$ cat src/rtl/updown_counter_pkg.sv
// Shared types for the parametrised up/down counter: step classification and flag bundle.
package updown_counter_pkg;

  typedef enum logic [2:0] {
    HOLD,
    LOAD,
    INC,
    DEC,
    WRAP_UP,
    WRAP_DN,
    SAT_UP,
    SAT_DN
  } step_e;

  typedef struct packed {
    logic wrap;
    logic ovf;
    logic unf;
  } flags_t;

endpackage

$ cat src/rtl/updown_counter_next.sv
// Combinational next-count and step-kind decode for updown_counter_param.
// Saturation is only honoured when UPDOWN_COUNTER_PARAM_SAT_EN is defined.
module updown_counter_next
  import updown_counter_pkg::*;
#(
  parameter int unsigned WIDTH   = 3,
  parameter int unsigned MAX_VAL = 7
) (
  input  logic [WIDTH-1:0] count,
  input  logic             enable,
  input  logic             direction,
  input  logic             load,
  input  logic [WIDTH-1:0] load_value,
  input  logic             sat_mode,
  output logic [WIDTH-1:0] count_d,
  output step_e            kind
);

  localparam logic [WIDTH:0]   MAX_EXT = (WIDTH+1)'(MAX_VAL);
  localparam logic [WIDTH-1:0] MAX_W   = WIDTH'(MAX_VAL);

  logic [WIDTH:0] cnt_ext;
  logic [WIDTH:0] ld_ext;
  logic [WIDTH:0] inc_ext;
  logic [WIDTH:0] dec_ext;
  logic           sat;
  logic [1:0]     unused_msb;

  assign cnt_ext    = {1'b0, count};
  assign ld_ext     = {1'b0, load_value};
  assign inc_ext    = cnt_ext + (WIDTH+1)'(1);
  assign dec_ext    = cnt_ext - (WIDTH+1)'(1);
  // Steps are only taken strictly inside the range, so the extension bit is always zero.
  assign unused_msb = {inc_ext[WIDTH], dec_ext[WIDTH]};

`ifdef UPDOWN_COUNTER_PARAM_SAT_EN
  assign sat = sat_mode;
`else
  logic unused_sat;
  assign unused_sat = sat_mode;
  assign sat        = 1'b0;
`endif

  always_comb begin
    kind    = HOLD;
    count_d = count;
    if (load) begin
      kind    = LOAD;
      count_d = (ld_ext > MAX_EXT) ? MAX_W : load_value;
    end else if (enable) begin
      if (direction) begin
        if (cnt_ext < MAX_EXT) begin
          kind    = INC;
          count_d = inc_ext[WIDTH-1:0];
        end else if (sat) begin
          kind = SAT_UP;
        end else begin
          kind    = WRAP_UP;
          count_d = '0;
        end
      end else begin
        if (count != '0) begin
          kind    = DEC;
          count_d = dec_ext[WIDTH-1:0];
        end else if (sat) begin
          kind = SAT_DN;
        end else begin
          kind    = WRAP_DN;
          count_d = MAX_W;
        end
      end
    end
  end

endmodule

$ cat src/rtl/updown_counter_param.sv
// Parametrised up/down counter with load, wrap/saturate, wrap pulse and sticky flags.
// Saturation support is enabled by defining UPDOWN_COUNTER_PARAM_SAT_EN.
module updown_counter_param
  import updown_counter_pkg::*;
#(
  parameter int unsigned WIDTH     = 3,
  parameter int unsigned MAX_VAL   = 7,
  parameter int unsigned RESET_VAL = 0
) (
  input  logic             clock,
  input  logic             reset,
  input  logic             enable,
  input  logic             direction,
  input  logic             load,
  input  logic [WIDTH-1:0] load_value,
  input  logic             sat_mode,
  input  logic             clear_flags,
  output logic [WIDTH-1:0] count,
  output logic             at_max,
  output logic             at_min,
  output logic             wrap_pulse,
  output logic             overflow_sticky,
  output logic             underflow_sticky
);

  if (WIDTH < 1 || MAX_VAL > (2**WIDTH - 1) || RESET_VAL > MAX_VAL) begin : g_bad_params
    $error("updown_counter_param: illegal WIDTH/MAX_VAL/RESET_VAL combination");
  end

  logic [WIDTH-1:0] count_q, count_d;
  flags_t           flags_q, flags_d;
  step_e            kind;

  updown_counter_next #(
    .WIDTH   (WIDTH),
    .MAX_VAL (MAX_VAL)
  ) u_next (
    .count      (count_q),
    .enable     (enable),
    .direction  (direction),
    .load       (load),
    .load_value (load_value),
    .sat_mode   (sat_mode),
    .count_d    (count_d),
    .kind       (kind)
  );

  // A set event in the same cycle as clear_flags wins over the clear.
  always_comb begin
    flags_d      = flags_q;
    flags_d.wrap = (kind == WRAP_UP) || (kind == WRAP_DN);
    flags_d.ovf  = (kind == WRAP_UP) || (kind == SAT_UP) || (flags_q.ovf && !clear_flags);
    flags_d.unf  = (kind == WRAP_DN) || (kind == SAT_DN) || (flags_q.unf && !clear_flags);
  end

  always_ff @(posedge clock) begin
    if (reset) begin
      count_q <= WIDTH'(RESET_VAL);
      flags_q <= '0;
    end else begin
      count_q <= count_d;
      flags_q <= flags_d;
    end
  end

  assign count            = count_q;
  assign at_max           = (count_q == WIDTH'(MAX_VAL));
  assign at_min           = (count_q == '0);
  assign wrap_pulse       = flags_q.wrap;
  assign overflow_sticky  = flags_q.ovf;
  assign underflow_sticky = flags_q.unf;

endmodule
$ cat config.mk
export PLATFORM = sky130hd
export DESIGN_NAME = updown_counter_param
export DESIGN_NICKNAME = d
export VERILOG_FILES = /design/src/rtl/updown_counter_pkg.sv /design/src/rtl/updown_counter_next.sv /design/src/rtl/updown_counter_param.sv
export SDC_FILE = /design/constraint.sdc
export NUM_CORES = 1
export LEC_CHECK = 0
export ABC_AREA = 1
export ABC_CLOCK_PERIOD_IN_PS = 1300
export BUFFER_PORTS_ARGS = -buffer_cell sky130_fd_sc_hd__buf_4
export CORE_AREA = 2 2 39 41
export CTS_CLUSTER_SIZE = 24
export DETAILED_ROUTE_END_ITERATION = 8
export DIE_AREA = 0 0 41 43
export PLACE_DENSITY_LB_ADDON = 0.08
export SETUP_SLACK_MARGIN = 0.1
export SLEW_MARGIN = 0
export SYNTH_ARGS = -nofsm -noshare
export SYNTH_HDL_FRONTEND = slang
export SYNTH_SLANG_ARGS = --single-unit
export TNS_END_PERCENT = 5
$ cat constraint.sdc
create_clock -name clock -period 1.3 [get_ports clock]
set_input_delay 0.065 -clock clock [delete_from_list [all_inputs] [get_ports clock]]
set_output_delay 0.065 -clock clock [all_outputs]
set_load 0.02 [all_outputs]
==> results of run 1 <==
[final cells by class]
cell class | count | area, µm² | area share, %
multi-input cells | 37 | 233 | 39.5
repair buffers | 20 | 153 | 25.9
well taps | 16 | 20.0 | 3.40
clock buffers | 4 | 26.3 | 4.46
inverters | 8 | 30.0 | 5.10
flip-flops and latches | 6 | 128 | 21.7
[stage by stage]
| stage | instances | area [µm²] | hold slack, ns |
|---|---|---|---|
| global placement | 84 | 507 | 0.268 |
| floorplan | 51 | 359 | 0.124 |
| detailed placement | 84 | 507 | 0.269 |
| finish | 91 | 589 | 0.0832 |
| CTS | 90 | 556 | 0.0682 |
| global route | 91 | 589 | 0.0872 |
[where the power goes]
| group | switching [mW] | internal (mW) |
|---|---|---|
| Combinational | 0.0724 | 0.0722 |
| Sequential | 0.0127 | 0.193 |
| Clock | 0.0708 | 0.116 |
[sequential cells by signal, indices dropped and copies added, names as in the netlist]
signal / cells
underflow_sticky: 1
count: 3
overflow_sticky: 1
wrap_pulse: 1
[routing by layer]
layer / track usage (%) / part of all wire (%) / vias to the layer above
met5: 0 / 0 / -
met3: 9.42 / 9.3 / 0
li1: - / - / 209
met1: 14.2 / 43 / 174
met2: 14.7 / 48 / 14
met4: 6.00 / 0 / 0
[what timing repair did]
item                                   in CTS  in global routing
endpoints found under the hold margin       1                  0
buffers inserted                            1                  1
resized for setup                           2                  3
pin swaps                                   1                  6
setup endpoints to repair                   2                  7
hold buffers                                1                  0
[kinds of logic after synthesis]
kind of cell | after synthesis | synth area share (%)
xor gates and xnor gates | 1 | 2.49
adders and majority gates | 4 | 14.2
buffers and inverters | 8 | 8.54
DFF | 6 | 34.2
and+or+nand+nor | 23 | 26.7
AOI/OAI and AO/OA | 9 | 13.9
[synthesized netlist by cell type (all sizes together)]
cell | n | share of area (%)
inv | 8 | 8.5
xnor2 | 1 | 2.5
a21oi | 6 | 8.5
o21ai | 1 | 1.4
nand2 | 18 | 20
ha | 4 | 14
nand3 | 1 | 1.4
nand3b | 1 | 2.1
a22oi | 1 | 2.1
dfxtp | 6 | 34
nor2 | 3 | 3.2
a31oi | 1 | 1.8
[cells in the final DEF (no fill, tap or decap)]
cell type / Yosys / layout
nand2_2: 1 / 1
a21oi_1: 6 / 5
nand3b_1: 1 / 1
dfxtp_4: 0 / 2
nand3_1: 1 / 1
buf_4: 0 / 19
ha_1: 4 / 1
clkbuf_1: 0 / 1
inv_2: 1 / 1
ha_4: 0 / 2
a21oi_2: 0 / 1
nand2_1: 17 / 17
clkbuf_4: 0 / 3
ha_2: 0 / 1
o21ai_0: 1 / 1
nor2_1: 3 / 3
dfxtp_1: 6 / 4
a22oi_1: 1 / 1
dlygate4sd3_1: 0 / 1
a31oi_1: 1 / 1
inv_1: 7 / 7
xnor2_1: 1 / 1
[critical path, stage by stage (launching register included)]
cell and delay [ns]:
dfxtp_4 0.36, ha_4 0.17, ha_4 0.25, nand2_1 0.04
inv_1 0.05, nand2_1 0.05, nand2_1 0.06, nand2_1 0.06
a21oi_2 0.12
[path summary, 6_finish.rpt]
kind / start / endpoint / cells past startpoint / slack [ns]
min: load_value[1] / count[1] / 3 / 0.08
min reg2reg: underflow_sticky / underflow_sticky / 2 / 0.46
max: count[1] / count[2] / 8 / 0.08
max reg2reg: count[1] / count[2] / 8 / 0.08
==> qor.yml, run 1 <==
route:
  dr.first_iter.drc_count: 6
  drc_errors: 0
  drtPass1Iterations: 4
  ant_nets: 0
  wire_per_inst_um: 9.32
  vias: 397
  vias_per_cell: 4.36
  totalWireLength_um: 848
timing:
  maxSlewHeadroom_pct: 87.1
  skew_ns: 0.00308
  fmax_mhz: 822
  tns_ns: 0
  rsz0062_at_grt: "true"
  setup_viol: 0
  drv_slew: 0
  hold_viol: 0
  finalCriticalPeriod_ns: 1.22
  finalCritPeriodShare_pct: 93.5
  setup_ws_ns: 0.0841
  tightest_slew_ns: 0.191
yosys:
  synth_seq_cells: 6
  synth_area_um2: 352
  yosys_warnings: 0
  postSynthCellCount: 51
  ys_types: 14
  yosysSeqAreaShare_pct: 34.2
  avgSynthCellArea_um2: 6.89
  synth_nets: 65
clocking:
  clkSlewWorstSetupHoldPaths_ns: 0.05
  clock_latency_ns: 0.24
  numClockSinks: 6
  clockRootBuffer: "clkbuf_4"
  clk_path_buf_depth: 2
  htreeDepth: 1
  cts_tree: "built"
  cts_inserted_buffers: 3
floorplan:
  die_h_um: 43
  die_area_um2: 1760
  num_rows: 14
  core_um2: 1380
  start_util_pct: 25.4
  ios: 18
  chipWidth_um: 41
grt:
  grt_first_pass_wirelength_mm: 1.30
  grt_pass1_vias: 326
  antenna_found_initial: 0
  overflow: 0
  grt_max_degree: 7
  grt_usage_pct: 11.9
power_and_ir_drop:
  power_density_nw_per_um2: 912
  power_mw: 0.538
  peakVddDrop_mv: 0.488
  total_leakage_power_nw: 0.286
worst_setup_path:
  crit_arrival_ns: 1.40
  crit_type: "reg -> reg"
  critPathLaunchType: "flip-flop"
  end_kind: "flip-flop"
  cp_max_fo: 5
  crit_required_ns: 1.48
finish:
  finish.utilization_pct: 42.6
  syn_to_final_growth_pct: 67.6
  fin_nets: 90
  drive_gt1_share_pct: 40.0
  diodes: 0
  num-fill-cells: 156
job:
  drv_cap: 0
place:
  gp_congestion: 0.691
  portBuffers: 16
  dp_hpwl_um: 629
  dp_slack_ns: 0.0987
run_status:
  status: "complete, no violations"
min_path:
  min_path_type: "in -> reg"
Note: power is estimated with default switching activity, not from simulation.
==> run 2: changes to the inputs <==
--- a/config.mk
+++ b/config.mk
@@ -14,8 +14,8 @@
 export DIE_AREA = 0 0 41 43
 export PLACE_DENSITY_LB_ADDON = 0.08
 export SETUP_SLACK_MARGIN = 0.1
-export SLEW_MARGIN = 0
 export SYNTH_ARGS = -nofsm -noshare
 export SYNTH_HDL_FRONTEND = slang
+export SYNTH_HIERARCHICAL = 1
 export SYNTH_SLANG_ARGS = --single-unit
 export TNS_END_PERCENT = 5
==> run 2 against run 1 <==
- flip-flop and latch count did not move
- wire length rose by 21%
- sequential power fell by 2%
- count of clock-buffer cells in the layout fell by 1
- clock power fell by 6%
- worst hold slack got worse by 0.0016 ns
- total power rose by 7.0%
- combinational power rose by 37%
- die area did not move
- final area rose by 13%
- area after synthesis rose by 17%
- cell count rose by 18%
==> qor.yml, run 2 <==
finish:
  final_common_cell: "buf_4"
  fin_cells: 107  # +18%
  diodes: 0  # unchanged
  num-fill-cells: 151  # -3.2%
  syn_to_final_growth_pct: 62.3
  drive_gt1_share_pct: 46.2  # +6.2 points
  largest_reg_flops: 3  # unchanged
  fin_nets: 106  # +18%
  final_cell_mix: "buf_4, nand2_1, inv_1"
route:
  met2_length_um: 500  # +24%
  top_layer: "met4"
  totalWireLength_mm: 1.03  # +21%
  drtPass1Iterations: 4  # unchanged
  wl_met1_um: 451  # +24%
  dr_wl_met3_um: 64  # -19%
  vias_per_cell: 4.47  # +2.4%
  ant_nets: 0  # unchanged
  wire_per_inst_um: 9.62  # +3.2%
  dr.first_iter.drc_count: 5  # -1
  drc_errors: 0  # unchanged
  vias: 478  # +20%
power_and_ir_drop:
  power_density_nw_per_um2: 861  # -5.6%
  seqPwrFrac_pct: 35.0  # -3.3 points
  total_leakage_power_nw: 0.351  # +23%
  peakVddDrop_mv: 0.371  # -24%
  power_frac_clock_pct: 30.4  # -4.4 points
  power_mw: 0.575  # +7.0%
  power_switching_share_pct: 31.9  # +2.9 points
  p_sw_mw: 0.183  # +18%
  power.internal_mw: 0.392  # +2.6%
  p_comb_share_pct: 34.6  # +7.7 points
floorplan:
  ios: 18  # unchanged
  chipWidth_um: 41  # unchanged
  die_area_um2: 1760  # unchanged
  num_rows: 14  # unchanged
  start_util_pct: 29.7  # +4.3 points
  core_um2: 1380  # unchanged
  die_h_um: 43  # unchanged
run_status:
  status: "complete, no violations"
place:
  gp_congestion: 0.773  # +12%
  dp_hpwl_um: 824  # +31%
  dp.cells: 103  # +23%
  portBuffers: 16  # unchanged
clocking:
  numClockSinks: 6  # unchanged
  clkSlewWorstSetupHoldPaths_ns: 0.05  # about the same
  clk_path_buf_depth: 2  # unchanged
  clock_latency_ns: 0.24  # about the same
  cts_inserted_buffers: 3  # unchanged
  clockRootBuffer: "clkbuf_4"
  cts_tree: "built"
  htreeDepth: 1  # unchanged
yosys:
  yosysTopAreaCellShare_pct: 29.2  # -5.0 points
  yosysTopAreaCell: "dfxtp_1"
  yosys_warnings: 6  # +6
  synth_nets: 80  # +23%
  synthArstFlopShare_pct: 0  # unchanged
  synth_edf_count: 0  # unchanged
  synthMostInstantiatedCell: "inv_1"
  ys_types: 15  # +1
  synth_ff_type: "dfxtp_1"
  synthTopCellsByArea: "dfxtp_1, inv_1, nand3_1, nand2_1, ha_1"
  synth_area_um2: 412  # +17%
  yosysSeqAreaShare_pct: 29.2  # -5.0 points
  synth_seq_cells: 6  # unchanged
  avgSynthCellArea_um2: 6.14  # -11%
  postSynthCellCount: 67  # +31%
  ys_top_cells_by_count: "inv_1, nand2_1, nand3_1, nor2_1, dfxtp_1"
grt:
  grt_max_degree: 7  # unchanged
  grt_pass1_vias: 431  # +32%
  grt_usage_pct: 14.8  # +2.9 points
  antenna_found_initial: 0  # unchanged
  overflow: 0  # unchanged
  grt_first_pass_wirelength_mm: 1.70  # +31%
worst_setup_path:
  crit_required_ns: 1.44  # -0.04 ns
  r2r_slack_ns: 0.09  # about the same
  crit_type: "reg -> reg"
  end_kind: "flip-flop"
  critPathLaunchType: "flip-flop"
  cp_max_fo: 2  # -3
  crit_arrival_ns: 1.35  # -0.05 ns
job:
  drv_cap: 0  # unchanged
timing:
  maxSlewHeadroom_pct: 82.0  # -5.2 points
  hold_viol: 0  # unchanged
  finalCritPeriodShare_pct: 93.1  # -0.46 points
  fmax_mhz: 826  # +0.49%
  skew_ns: 0.00252  # -0.000554 ns
  tns_ns: 0  # unchanged
  drv_slew: 0  # unchanged
  rsz0062_at_grt: "true"
  holdWs_ns: 0.0816  # -0.00164 ns
  finalCriticalPeriod_ns: 1.21  # -0.00594 ns
  setup_viol: 0  # unchanged
  tightest_slew_ns: 0.268  # +0.0770 ns
min_path:
  min_path_type: "in -> reg"
==> run 2: cell types whose count changed after synthesis, sizes merged, moves of 3 or more <==
cell	previous run	this run
nand3	1	10
inv	8	16
nor2	3	11
nand2	18	13
a21oi	6	2
nor3	0	3
==> run 2: worst max-delay path: stages, from the launching register on <==
cell and delay (ns):
dfxtp_4 0.35, inv_4 0.03, ha_4 0.15, ha_4 0.25, inv_2 0.03, nand3_2 0.04, nand2_1 0.05, nand2_1 0.05
nand3_1 0.06, inv_1 0.05, nor2_1 0.03
==> run 2: metrics by stage <==
step                cell area (µm²)  utilization (%)  setup WS, ns
CTS                             666             48.1        0.0759
detailed placement              623             45.0        0.0306
finish                          668             48.3        0.0900
global route                    668             48.3        0.0214
floorplan                       453                -        0.0485
global placement                623             45.0        0.0267
==> run 2: logic make-up after synthesis <==
| logic type | share of synthesized area [%] |
|---|---|
| AO/OA/AOI/OAI | 4.86 |
| adder cells (fa/ha/maj) | 9.12 |
| buffers and inverters | 14.6 |
| flip-flops | 29.2 |
| AND/OR/NAND/NOR | 42.2 |
==> run 2: worst paths after layout <==
kind                    startpoint                to  cells after the start
setup reg to reg          count[1]          count[2]                     10
hold reg to reg   underflow_sticky  underflow_sticky                      2
hold / removal         clear_flags   overflow_sticky                      4
setup / recovery          count[1]          count[2]                     10
==> run 2: power by group through the flow <==
stage               registers (mW)  clock network, mW  logic (mW)
floorplan                    0.222                  0      0.0944
global placement             0.205                  0       0.187
detailed placement           0.204                  0       0.191
CTS                          0.201              0.185       0.201
global route                 0.203              0.193       0.222
finish                       0.201              0.175       0.199
==> run 2: area by class of cell <==
| class | instances | area [µm²] | share of cell area [%] |
|---|---|---|---|
| Clock buffer | 3 | 22.5 | 3.37 |
| Inverter | 16 | 65.1 | 9.74 |
| Multi-Input combinational cell | 45 | 272 | 40.6 |
| Sequential cell | 6 | 129 | 19.3 |
| Tap cell | 16 | 20.0 | 3.00 |
| Timing Repair Buffer | 21 | 160 | 24.0 |
==> run 2: metal layers <==
layer / global-route usage, % / up-vias
li1: - / 254
met1: 16.8 / 208
met2: 22.2 / 14
met3: 4.71 / 2
met4: 10.0 / 0
met5: 0 / -
==> run 2: what timing repair did <==
action / in CTS / in global routing
buffers inserted: 0 / 0
pin swaps: 9 / 5
resized for setup: 4 / 1
endpoints found under the hold margin: 3 / 0
setup endpoints to repair: 5 / 6
hold buffers: 1 / 0
==> run 3: changes to the inputs <==
--- a/config.mk
+++ b/config.mk
@@ -12,7 +12,8 @@
 export CTS_CLUSTER_SIZE = 24
 export DETAILED_ROUTE_END_ITERATION = 8
 export DIE_AREA = 0 0 41 43
-export PLACE_DENSITY_LB_ADDON = 0.08
+export HOLD_SLACK_MARGIN = 0.08
+export PLACE_DENSITY_LB_ADDON = 0.2
 export SETUP_SLACK_MARGIN = 0.1
 export SYNTH_ARGS = -nofsm -noshare
 export SYNTH_HDL_FRONTEND = slang
==> run 3 against run 2 <==
- count of clock-buffer cells in the layout increased by 1
- flip-flop and latch count unchanged
- via count up 1.0%
- largest cell class unchanged
==> qor.yml, run 3 (synthesis results as in run 2) <==
job:
  drv_cap: 0  # unchanged
place:
  portBuffers: 16  # unchanged
  gp_congestion: 0.830  # +7.4%
  placed_area_um2: 623  # unchanged
  dp_hpwl_um: 804  # -2.4%
worst_setup_path:
  crit_arrival_ns: 1.37  # +0.02 ns
  crit_type: "reg -> reg"
  rr_endpoint: "count[2]"
  end_kind: "flip-flop"
  crit_required_ns: 1.44  # about the same
  cp-startpoint: "count[1]"
  critPathLaunchType: "flip-flop"
  r2r_cells: 10  # unchanged
  r2r-start: "count[1]"
  r2r_slack_ns: 0.07  # -0.02 ns
  cp_max_fo: 2  # unchanged
route:
  ant_nets: 0  # unchanged
  vias: 483  # +1.0%
  drtPass1Iterations: 4  # unchanged
  drc_errors: 0  # unchanged
  wire_per_inst_um: 9.31  # -3.2%
  vias_per_cell: 4.47  # +0.11%
  dr.first_iter.drc_count: 8  # +3
  totalWireLength_mm: 1.01  # -2.3%
timing:
  holdWs_ns: 0.0868  # +0.00519 ns
  setup_viol: 0  # unchanged
  finalCritPeriodShare_pct: 94.3  # +1.3 points
  rsz0062_at_grt: "true"
  finalCriticalPeriod_ns: 1.23  # +0.0163 ns
  maxSlewHeadroom_pct: 82.2  # +0.26 points
  fmax_mhz: 815  # -1.3%
  skew_ns: 0.00878  # +0.00625 ns
  tightest_slew_ns: 0.264  # -0.00388 ns
  tns_ns: 0  # unchanged
  drv_slew: 0  # unchanged
  hold_viol: 0  # unchanged
power_and_ir_drop:
  p_sw_mw: 0.183  # about the same
  peakVddDrop_mv: 0.625  # +68%
  power_switching_share_pct: 31.2  # -0.68 points
  power.internal_mw: 0.404  # +3.2%
  power_frac_clock_pct: 31.5  # +1.1 points
  total_leakage_power_nw: 0.354  # +0.75%
  power_density_nw_per_um2: 868  # +0.81%
  p_comb_share_pct: 34.3  # -0.3 points
  seqPwrFrac_pct: 34.2  # -0.8 points
clocking:
  clockRootBuffer: "clkbuf_4"
  clk_path_buf_depth: 2  # unchanged
  numClockSinks: 6  # unchanged
  cts_tree: "built"
  cts_inserted_buffers: 3  # unchanged
  clock_latency_ns: 0.25  # about the same
  clkSlewWorstSetupHoldPaths_ns: 0.05  # about the same
  htreeDepth: 1  # unchanged
floorplan:
  die_h_um: 43  # unchanged
  num_rows: 14  # unchanged
  ios: 18  # unchanged
  die_area_um2: 1760  # unchanged
  start_util_pct: 29.7  # unchanged
  chipWidth_um: 41  # unchanged
  core_um2: 1380  # unchanged
min_path:
  hold_depth: 4  # unchanged
  min_path_type: "in -> reg"
  worstHoldStart: "clear_flags"
  whs_endpoint: "overflow_sticky"
finish:
  final_common_cell: "buf_4"
  final_cell_mix: "buf_4, nand2_1, inv_1"
  fin_area_um2: 677  # +1.3%
  drive_gt1_share_pct: 46.7  # +0.59 points
  fin_nets: 106  # unchanged
  largest_reg_flops: 3  # unchanged
  diodes: 0  # unchanged
  syn_to_final_growth_pct: 64.4
grt:
  grt_pass1_vias: 445  # +3.2%
  grt_usage_pct: 14.2  # -0.60 points
  grt_max_degree: 7  # unchanged
  antenna_found_initial: 0  # unchanged
  overflow: 0  # unchanged
  grt_first_pass_wirelength_mm: 1.69  # -0.82%
run_status:
  status: "complete, no violations"
run 3: cell types whose count changed in the layout (fill, tap and decap cells not counted):
cell      previous run  this run
nor3_2               0         1
clkbuf_1             0         1
nor3_1               3         2
run 3: how the worst max path moves through the flow:
stage / endpoint
after CTS: wrap_pulse
final: count[2]
after floorplan: count[2]
after global placement: underflow_sticky
after detailed placement: wrap_pulse
after global routing: count[2]
run 3: critical path: stages, from the launching register on:
cell,delay [ns]
dfxtp_4,0.36
inv_4,0.03
ha_4,0.15
ha_4,0.25
inv_2,0.03
nand3_2,0.05
nand2_1,0.04
nand2_1,0.05
nand3_1,0.07
inv_1,0.05
nor2_1,0.03
run 3: layout make-up:
type	instances	area, µm²
fill	140	707
multi-input combinational	45	277
timing repair buffer	21	160
sequential	6	129
inverter	16	65.1
clock buffer	4	26.3
tap	16	20.0
run 3: repair_timing:
item	4_1_cts	5_1_grt
pin swaps	8	15
buffers inserted	0	0
setup endpoints to repair	4	6
endpoints found under the hold margin	3	0
gates resized for setup	4	2
hold buffers	1	0
run 3: per-layer routing:
layer,up-vias,share of wire [%],track usage (%)
li1,258,-,-
met1,210,43,16.5
met2,15,50,22.5
met3,0,7.6,6.28
met4,0,0,4.00
met5,-,0,0
run 3: metrics by stage:
stage	power [mW]	setup slack, ns	std cells	util [%]
after detailed placement	0.395	0.0327	103	45.0
after global routing	0.639	-0.00309	108	48.9
after CTS	0.602	0.0499	108	48.4
after floorplan	0.317	0.0485	67	-
after global placement	0.392	0.0216	103	45.0
final	0.588	0.0737	108	48.9
run 3: power by group through the flow:
stage	clock network [mW]	registers, mW	logic [mW]
floorplan	0	0.222	0.0944
detailed placement	0	0.204	0.191
CTS	0.200	0.200	0.202
global placement	0	0.204	0.188
finish	0.185	0.201	0.202
global route	0.211	0.203	0.225
